`config.mk`:
```
export PLATFORM = sky130hd
export DESIGN_NAME = multicycle_control_flat
export DESIGN_NICKNAME = d
export VERILOG_FILES = /design/src/rtl/multicycle_control_if.sv /design/src/rtl/multicycle_control.sv /design/src/flat_wrapper.sv
export SDC_FILE = /design/constraint.sdc
export NUM_CORES = 1
export LEC_CHECK = 0
export CAP_MARGIN = 25
export CORE_MARGIN = 2
export CORE_UTILIZATION = 41
export CTS_CLUSTER_SIZE = 16
export DETAILED_ROUTE_END_ITERATION = 8
export PLACE_DENSITY = 0.76
export SETUP_SLACK_MARGIN = 0.2
export SYNTH_ARGS = -nofsm -noshare
export SYNTH_HDL_FRONTEND = slang
export SYNTH_SLANG_ARGS = --single-unit
```
`constraint.sdc`:
```
create_clock -name clk -period 2.02 [get_ports clk]
set_clock_uncertainty 0.1 [all_clocks]
set_input_delay 0.404 -clock clk [delete_from_list [all_inputs] [get_ports clk]]
set_output_delay 0.404 -clock clk [all_outputs]
set_load 0.01 [all_outputs]
```
`src/rtl/multicycle_control_if.sv`:
```
// Control bundle between the multicycle MIPS control FSM and its datapath.
// Carries the instruction opcode in and every datapath enable/select out.
// master: control FSM side; slave: datapath side.
interface multicycle_control_if;
   logic [5:0] opcode;        // instruction[31:26] from the instruction register
   logic       pc_write;      // unconditional PC load
   logic       pc_write_cond; // PC load when ALU zero (beq)
   logic       i_or_d;        // memory address: 0 PC, 1 ALUOut
   logic       mem_read;      // memory read strobe
   logic       mem_write;     // memory write strobe
   logic       mem_to_reg;    // register write data: 0 ALUOut, 1 MDR
   logic       ir_write;      // instruction register load
   logic [1:0] pc_source;     // 00 ALU result, 01 ALUOut, 10 jump target
   logic [1:0] alu_op;        // 00 add, 01 subtract, 10 decode funct
   logic       alu_src_a;     // 0 PC, 1 register A
   logic [1:0] alu_src_b;     // 00 reg B, 01 const 4, 10 imm, 11 imm<<2
   logic       reg_write;     // register file write enable
   logic       reg_dst;       // dest register: 0 rt, 1 rd
   logic       illegal_op;    // unsupported opcode seen in DECODE
   logic       instr_done;    // last cycle of the current instruction

   modport master (
      input  opcode,
      output pc_write, pc_write_cond, i_or_d, mem_read, mem_write, mem_to_reg,
             ir_write, pc_source, alu_op, alu_src_a, alu_src_b, reg_write,
             reg_dst, illegal_op, instr_done
   );

   modport slave (
      output opcode,
      input  pc_write, pc_write_cond, i_or_d, mem_read, mem_write, mem_to_reg,
             ir_write, pc_source, alu_op, alu_src_a, alu_src_b, reg_write,
             reg_dst, illegal_op, instr_done
   );
endinterface

```
`src/rtl/multicycle_control.sv`:
```
// Main control FSM of the multicycle MIPS core (Moore, registered control word).
// Latency: lw 5, sw/R/addi 4, beq/j 3, illegal 2 cycles from FETCH to instr_done.
// Backpressure: none; one state step per clock, the datapath never stalls it.
//
// Ports: clk, reset (async, active-high, forces FETCH); bus (multicycle_control_if
// master): opcode in, all datapath enables / mux selects / alu_op out.
// Build option: define MULTICYCLE_ADDI_EN to decode addi (001000) through
// ADDI_EXEC/ADDI_WB; otherwise addi is illegal and codes 10/11 are unreachable.
module multicycle_control #(
   parameter int STATE_W = 4
) (
   input  logic                 clk,
   input  logic                 reset,
   multicycle_control_if.master bus
);

   localparam logic [5:0] OP_R    = 6'b000000;
   localparam logic [5:0] OP_J    = 6'b000010;
   localparam logic [5:0] OP_BEQ  = 6'b000100;
   localparam logic [5:0] OP_ADDI = 6'b001000;
   localparam logic [5:0] OP_LW   = 6'b100011;
   localparam logic [5:0] OP_SW   = 6'b101011;

   typedef enum logic [STATE_W-1:0] {
      S_FETCH     = STATE_W'(0),
      S_DECODE    = STATE_W'(1),
      S_MEM_ADDR  = STATE_W'(2),
      S_MEM_READ  = STATE_W'(3),
      S_MEM_WB    = STATE_W'(4),
      S_MEM_WRITE = STATE_W'(5),
      S_EXECUTE   = STATE_W'(6),
      S_R_WB      = STATE_W'(7),
      S_BRANCH    = STATE_W'(8),
      S_JUMP      = STATE_W'(9),
      S_ADDI_EXEC = STATE_W'(10),
      S_ADDI_WB   = STATE_W'(11)
   } state_t;

   typedef struct packed {
      logic       pc_write;
      logic       pc_write_cond;
      logic       i_or_d;
      logic       mem_read;
      logic       mem_write;
      logic       mem_to_reg;
      logic       ir_write;
      logic [1:0] pc_source;
      logic [1:0] alu_op;
      logic       alu_src_a;
      logic [1:0] alu_src_b;
      logic       reg_write;
      logic       reg_dst;
      logic       done;
   } ctrl_t;

   state_t state;
   state_t nxt;
   ctrl_t  ctrl_q;

   function automatic logic op_legal(input logic [5:0] op);
      logic ok;
      ok = (op == OP_LW) || (op == OP_SW) || (op == OP_R) ||
           (op == OP_BEQ) || (op == OP_J);
`ifdef MULTICYCLE_ADDI_EN
      ok = ok || (op == OP_ADDI);
`endif
      return ok;
   endfunction

   // Control word for a state; unknown codes decode to all-zero.
   function automatic ctrl_t decode(input state_t s);
      ctrl_t c;
      c = '0;
      case (s)
         S_FETCH: begin
            c.mem_read  = 1'b1;
            c.ir_write  = 1'b1;
            c.alu_src_b = 2'b01;
            c.pc_write  = 1'b1;
         end
         S_DECODE:    c.alu_src_b = 2'b11;   // branch target into ALUOut
         S_MEM_ADDR: begin
            c.alu_src_a = 1'b1;
            c.alu_src_b = 2'b10;
         end
         S_MEM_READ: begin
            c.mem_read = 1'b1;
            c.i_or_d   = 1'b1;
         end
         S_MEM_WB: begin
            c.mem_to_reg = 1'b1;
            c.reg_write  = 1'b1;
            c.done       = 1'b1;
         end
         S_MEM_WRITE: begin
            c.mem_write = 1'b1;
            c.i_or_d    = 1'b1;
            c.done      = 1'b1;
         end
         S_EXECUTE: begin
            c.alu_src_a = 1'b1;
            c.alu_op    = 2'b10;
         end
         S_R_WB: begin
            c.reg_dst   = 1'b1;
            c.reg_write = 1'b1;
            c.done      = 1'b1;
         end
         S_BRANCH: begin
            c.alu_src_a     = 1'b1;
            c.alu_op        = 2'b01;
            c.pc_write_cond = 1'b1;
            c.pc_source     = 2'b01;
            c.done          = 1'b1;
         end
         S_JUMP: begin
            c.pc_write  = 1'b1;
            c.pc_source = 2'b10;
            c.done      = 1'b1;
         end
`ifdef MULTICYCLE_ADDI_EN
         S_ADDI_EXEC: begin
            c.alu_src_a = 1'b1;
            c.alu_src_b = 2'b10;
         end
         S_ADDI_WB: begin
            c.reg_write = 1'b1;
            c.done      = 1'b1;
         end
`endif
         default: c = '0;
      endcase
      return c;
   endfunction

   function automatic state_t next_state(input state_t s, input logic [5:0] op);
      state_t n;
      n = S_FETCH;
      case (s)
         S_FETCH: n = S_DECODE;
         S_DECODE: begin
            if (op == OP_LW || op == OP_SW) n = S_MEM_ADDR;
            else if (op == OP_R)            n = S_EXECUTE;
            else if (op == OP_BEQ)          n = S_BRANCH;
            else if (op == OP_J)            n = S_JUMP;
`ifdef MULTICYCLE_ADDI_EN
            else if (op == OP_ADDI)         n = S_ADDI_EXEC;
`endif
            else                            n = S_FETCH;   // illegal: NOP, PC already +4
         end
         // IR is stable here, so the opcode can be looked at again.
         S_MEM_ADDR:  n = (op == OP_LW) ? S_MEM_READ : S_MEM_WRITE;
         S_MEM_READ:  n = S_MEM_WB;
         S_EXECUTE:   n = S_R_WB;
`ifdef MULTICYCLE_ADDI_EN
         S_ADDI_EXEC: n = S_ADDI_WB;
`endif
         default:     n = S_FETCH;   // last states and unreachable codes
      endcase
      return n;
   endfunction

   always_comb nxt = next_state(state, bus.opcode);

   // Control word is computed from the next state so it is registered
   // alongside the state and still depends on the state alone.
   always_ff @(posedge clk or posedge reset) begin
      if (reset) begin
         state  <= S_FETCH;
         ctrl_q <= decode(S_FETCH);
      end else begin
         state  <= nxt;
         ctrl_q <= decode(nxt);
      end
   end

   // The opcode only becomes valid once IR has loaded at the end of FETCH,
   // so the illegal flag is formed from the registered state and live opcode.
   logic illegal;
   assign illegal = (state == S_DECODE) && !op_legal(bus.opcode);

   assign bus.pc_write      = ctrl_q.pc_write;
   assign bus.pc_write_cond = ctrl_q.pc_write_cond;
   assign bus.i_or_d        = ctrl_q.i_or_d;
   assign bus.mem_read      = ctrl_q.mem_read;
   assign bus.mem_write     = ctrl_q.mem_write;
   assign bus.mem_to_reg    = ctrl_q.mem_to_reg;
   assign bus.ir_write      = ctrl_q.ir_write;
   assign bus.pc_source     = ctrl_q.pc_source;
   assign bus.alu_op        = ctrl_q.alu_op;
   assign bus.alu_src_a     = ctrl_q.alu_src_a;
   assign bus.alu_src_b     = ctrl_q.alu_src_b;
   assign bus.reg_write     = ctrl_q.reg_write;
   assign bus.reg_dst       = ctrl_q.reg_dst;
   assign bus.illegal_op    = illegal;
   assign bus.instr_done    = ctrl_q.done | illegal;

endmodule

```
`src/flat_wrapper.sv`:
```
// flat-port wrapper written by rule: the top's interface ports become plain ports
module multicycle_control_flat 
#(
   parameter int STATE_W = 4
)
  (clk, reset, bus_opcode, bus_pc_write, bus_pc_write_cond, bus_i_or_d, bus_mem_read, bus_mem_write, bus_mem_to_reg, bus_ir_write, bus_pc_source, bus_alu_op, bus_alu_src_a, bus_alu_src_b, bus_reg_write, bus_reg_dst, bus_illegal_op, bus_instr_done);
  multicycle_control_if bus_i ();
  input  logic clk;
  input  logic reset;
  input wire logic [$bits(bus_i.opcode)-1:0] bus_opcode;
  output wire logic [$bits(bus_i.pc_write)-1:0] bus_pc_write;
  output wire logic [$bits(bus_i.pc_write_cond)-1:0] bus_pc_write_cond;
  output wire logic [$bits(bus_i.i_or_d)-1:0] bus_i_or_d;
  output wire logic [$bits(bus_i.mem_read)-1:0] bus_mem_read;
  output wire logic [$bits(bus_i.mem_write)-1:0] bus_mem_write;
  output wire logic [$bits(bus_i.mem_to_reg)-1:0] bus_mem_to_reg;
  output wire logic [$bits(bus_i.ir_write)-1:0] bus_ir_write;
  output wire logic [$bits(bus_i.pc_source)-1:0] bus_pc_source;
  output wire logic [$bits(bus_i.alu_op)-1:0] bus_alu_op;
  output wire logic [$bits(bus_i.alu_src_a)-1:0] bus_alu_src_a;
  output wire logic [$bits(bus_i.alu_src_b)-1:0] bus_alu_src_b;
  output wire logic [$bits(bus_i.reg_write)-1:0] bus_reg_write;
  output wire logic [$bits(bus_i.reg_dst)-1:0] bus_reg_dst;
  output wire logic [$bits(bus_i.illegal_op)-1:0] bus_illegal_op;
  output wire logic [$bits(bus_i.instr_done)-1:0] bus_instr_done;
  assign bus_i.opcode = bus_opcode;
  assign bus_pc_write = bus_i.pc_write;
  assign bus_pc_write_cond = bus_i.pc_write_cond;
  assign bus_i_or_d = bus_i.i_or_d;
  assign bus_mem_read = bus_i.mem_read;
  assign bus_mem_write = bus_i.mem_write;
  assign bus_mem_to_reg = bus_i.mem_to_reg;
  assign bus_ir_write = bus_i.ir_write;
  assign bus_pc_source = bus_i.pc_source;
  assign bus_alu_op = bus_i.alu_op;
  assign bus_alu_src_a = bus_i.alu_src_a;
  assign bus_alu_src_b = bus_i.alu_src_b;
  assign bus_reg_write = bus_i.reg_write;
  assign bus_reg_dst = bus_i.reg_dst;
  assign bus_illegal_op = bus_i.illegal_op;
  assign bus_instr_done = bus_i.instr_done;
  multicycle_control #(.STATE_W(STATE_W)) u_core (.clk(clk), .reset(reset), .bus(bus_i));
endmodule
```
* Yosys cells after proc, flatten, opt, wreduce, memory -nomap -nowiden
Index checks and enable logic that the tools add are counted.
** Word-level totals
- Bits in registers :: 21
- Bits of input ports :: 8
- Word-level logic and storage cells :: 68
- Output and inout bits :: 18
** Operators by class
- Multiplexer cells :: 20
- Bitwise operators :: 1
- Equality and inequality tests :: 17
- Reduce and logical (&&, ||, !) cells :: 15
** Operators with widths (number)
- $eq 4x3->1 const B :: 5
- $pmux 4 s5 :: 1
- $eq 4x2->1 const B :: 4
- $mux 4 :: 4
- $eq 6x6->1 const B :: 2
- $mux 1 :: 11
- $eq 4x1->1 const B :: 2
- $eq 4x4->1 const B :: 2
- $logic_not 4->1 :: 2
- $pmux 2 s2 :: 2
- $reduce_or 2->1 :: 4
- $eq 6x2->1 const B :: 1
- $eq 6x3->1 const B :: 1
- $logic_not 6->1 :: 1
- $pmux 2 s3 :: 1
- $reduce_or 5->1 :: 1
- $logic_or 1x1->1 :: 4
- $mux 3 :: 1
- $reduce_or 3->1 :: 1
- $logic_and 1x1->1 :: 1
- $logic_not 1->1 :: 1
- $or 1x1->1 :: 1

* Longest topological paths before layout
- Word-level depth :: 9
- Gate-level depth with buffers :: 5

* Worst setup path after synthesis
Ideal clock, no wire load.
- Path type :: in2out
- Start point :: input bus_opcode[1]
- End point :: output bus_instr_done
- Arrival :: 1.695 ns
- Path slack :: -0.179 ns
- Data required time :: 1.516 ns
- Stages :: 5
- Cells stage by stage :: buf_2 > or4_4 > a211oi_1 > nor3_1 > or2_1
** Between the ends
- Longest elaborated chain between the ends :: 8
- Elaborated cells on any way between the ends :: 12
** Ends and longest elaborated chain
- from (decl) :: RTL line flat_wrapper.sv:10 : input wire logic [$bits(bus_i.opcode)-1:0] bus_opcode;
- $eq 6x6->1 :: RTL line multicycle_control.sv:62 : ok = (op == OP_LW) || (op == OP_SW) || (op == OP_R) ||
- $logic_or 1x1->1 (3 in series) :: RTL line multicycle_control.sv:62
- $logic_or 1x1->1 * :: RTL line multicycle_control.sv:63 : (op == OP_BEQ) || (op == OP_J);
- $logic_not 1->1 * :: RTL line multicycle_control.sv:180 : assign illegal = (state == S_DECODE) && !op_legal(bus.opcode);
- $logic_and 1x1->1 * :: RTL line multicycle_control.sv:180
- net bus_illegal_op :: RTL line flat_wrapper.sv:24 : output wire logic [$bits(bus_i.illegal_op)-1:0] bus_illegal_op;
- $or 1x1->1 * :: RTL line multicycle_control.sv:196 : assign bus.instr_done = ctrl_q.done | illegal;
- to (decl) :: RTL line flat_wrapper.sv:25 : output wire logic [$bits(bus_i.instr_done)-1:0] bus_instr_done;
The timed path passes the listed nets; every way through them passes the cells marked *.

* Worst setup path after layout
- Start point :: input bus_opcode[1]
- End point :: output bus_instr_done
** Between the ends
- Longest elaborated chain between the ends :: 8
- Elaborated cells on any way between the ends :: 12
** Ends and longest elaborated chain (RTL line)
- $eq 6x6->1 :: multicycle_control.sv:62
- $logic_or 1x1->1 (3 in series) :: multicycle_control.sv:62
- $logic_or 1x1->1 * :: multicycle_control.sv:63
- $logic_not 1->1 * :: multicycle_control.sv:180
- $logic_and 1x1->1 * :: multicycle_control.sv:180
- $or 1x1->1 * :: multicycle_control.sv:196
Every way passes the cells marked *; elsewhere a longest branch is shown, timed or not.

==> run metrics <==
worst-margin pin slew=about 0.5 ns; CP max stage cell=or4_4; Worst setup SP type=input pin; synth unique cells=36; Worst-Skew Late Latency=~0.30 ns; average cell area after synthesis=~11 sq um; Comb power frac=41.4%; wire length per cell=between 10 and 15 um; CP Cell Sequence=buf_6 > or4_4 > a211oi_4 > nor3_4 > or2_1 > buf_2; most common cell after layout, fill and taps aside=buf_4; R2R Path Start=u_core.state[2]$_DFF_PP0_; async set-reset flop share out of synthesis=100%; critical path fanouts, max=2; DRC violations left=0; Clock Sink Count=20; Post-Syn Area=~920 sq um; Flop pwr share=35.6%; outcome=finished with violations; Max Fclk=roughly 450 MHz; routability cong.=between 0.8 and 0.9; first-pass GRT wire length=~3600 um; die width=around 50 um; sw power=about 400 uW; max-slew violations=0; CP required=about 1.5 ns; PnR worst setup slack=-0.206 ns; Total GRT Usage=a little under a fifth; First DRT Iteration DRCs=11; HP Class=in -> reg; Finished Core Util=between 70% and 80%; switching power share of the total=28.5%; count of final setup violators=2; nets@finish=roughly 140; core region area=around 2200 sq um; Worst Hold Launch=bus_opcode[1]; dpl hpwl=1500 um; ANT nets after route=0; root buf cell=clkbuf_4; Max VDD drop=between 0.5 and 0.6 mV; Syn Nets=just under 90; Syn Inst Count=81; non-filler cells, final=around 160; worst setup path start=bus_opcode[1]; initial antenna violation count=0; failing checks=negative setup slack; Worst-path clk slew=0.11 ns; Power Total=1410 uW; DR vias/cell=roughly 5.2; most frequent cells in the layout=buf_4, dfrtp_1, clkdlybuf4s50_1, buf_6, dlygate4sd2_1; placed cell count=between 100 and 150; via count=slightly above 800; relative slew slack=approximately 66%; CTS tree=done; flop and latch count out of synthesis=20; # rows=17; CP peak stage delay=around 0.55 ns; DRT Pass-1 Iters=4; Max Cap Viol=0; Die Span Y=between 50 and 60 um; Synth-to-Final Area Change=66.0%; CP arrival=1.72 ns; sequential element share of the synthesized area=between 50 and 60%; Clock Path Buffers=2; vias in the first global route=about 800; post-route minimum period=approximately 2.2 ns; Tcrit/Tclk final=110%; RSZ-0062 raised after global routing=yes; crit path buf inv count=2; Largest Register=u_core.state; io pins=26; layout cells sized above 1=50.8%; H-tree Lvls=1; Post-synth EDFFs=0; max reg flops=4; cell-internal power=1010 uW; most common flop cell mapped by yosys=dfrtp_1; endpoints failing hold=0; Port Buf Inserts=25; grt total ovfl=0; n_diodes=0; Lkg Pwr=between 0.0007 and 0.0008 uW; Die ar.=about 2600 sq um; largest delay contributor family on the critical path=simple AND/OR/NAND/NOR gates; PwrDens=922 nW/um^2; Synth Warn #=0; Setup CP Type=in -> out; crit end category=output pin; clock network fraction of total power=~23%; hold_buf cts=0; Starting Density=42.6%; CTS buffer count=3; Hold Worst Slack=roughly 0.30 ns; largest net degree at the start of global routing=21; final WL=~2200 um
[timing repair]
item	4_1_cts	5_1_grt
gates resized for setup	45	15
buffers inserted	2	3
hold endpoints to repair	0	0
setup endpoints to repair	14	10
pin swaps	9	6
[layer usage]
metal | share of wire [%] | routed length (um) | global-route usage [%] | vias up
li1 | - | - | - | 382
met1 | 37 | 820 | 21.0 | 401
met2 | 59 | 1310 | 35.0 | 23
met4 | 0.85 | 19 | 5.26 | 0
met3 | 3.5 | 79 | 2.63 | 2
met5 | 0 | 0 | 0 | -
[power by group through the flow]
stage          Clock, uW  Combinational [uW]  Sequential, uW
6_report             326                 585             503
5_1_grt              344                 629             510
4_1_cts              324                 488             504
3_5_place_dp           0                 475             513
3_3_place_gp           0                 465             509
2_1_floorplan          0                 221             528
[cell type report]
cell class | instances | area, sq um
clock buffer | 3 | 22.5
multi-input combinational | 49 | 483
timing repair buffer | 52 | 445
tap | 28 | 35.0
inverter | 3 | 11.3
fill | 167 | 637
sequential | 20 | 505
clock inverter | 1 | 30.0
[cell usage after synthesis, types with 2 or more instances]
cell type | instances | area (sq um)
a21o_2 | 2 | 17.5
a21oi_1 | 2 | 10.0
a31oi_1 | 2 | 12.5
buf_4 | 7 | 52.6
dfrtp_1 | 16 | 400
dfstp_2 | 4 | 105
inv_1 | 3 | 11.3
nand2_1 | 3 | 11.3
nand3_1 | 3 | 15.0
nor2_1 | 3 | 11.3
nor3_1 | 6 | 30.0
nor4b_1 | 4 | 35.0
o31ai_1 | 3 | 22.5
[cell families after synthesis]
| group | count (synthesis) | synth area share [%] |
|---|---|---|
| compound gates | 14 | 11.8 |
| xor+xnor | 1 | 0.949 |
| buf+inv | 12 | 7.86 |
| flops | 20 | 54.7 |
| simple gates | 34 | 24.7 |
[stage by stage]
| step | worst slack (ns) | TNS, ns | area, sq um |
|---|---|---|---|
| CTS | -0.215 | -0.413 | 1430 |
| detailed placement | -0.935 | -4.10 | 1320 |
| global route | -0.251 | -0.456 | 1530 |
| floorplan | -0.00811 | -0.00811 | 943 |
| global placement | -0.867 | -3.61 | 1320 |
| finish | -0.206 | -0.344 | 1530 |
[path summary, 6_finish.rpt]
check | to | slack (ns) | cells after the start
max | bus_instr_done | -0.21 | 6
min | u_core.bus.pc_write_cond$_DFF_PP0_ | 0.30 | 3
max reg2reg | u_core.bus.pc_write$_DFF_PP1_ | 0.06 | 5
min reg2reg | u_core.bus.mem_to_reg$_DFF_PP0_ | 0.53 | 2
max in group asynchronous | u_core.bus.alu_src_b[0]$_DFF_PP1_ | 1.25 | 3
min in group asynchronous | u_core.bus.mem_write$_DFF_PP0_ | 0.31 | 3
[worst reg2reg max path, stage by stage (launching register included)]
cell and delay, ns:
dfrtp_1 0.42, or4b_4 0.58, buf_6 0.14, a2111o_1 0.39, nand2_4 0.18, o31ai_4 0.09
(Power assumes the default switching activity.)
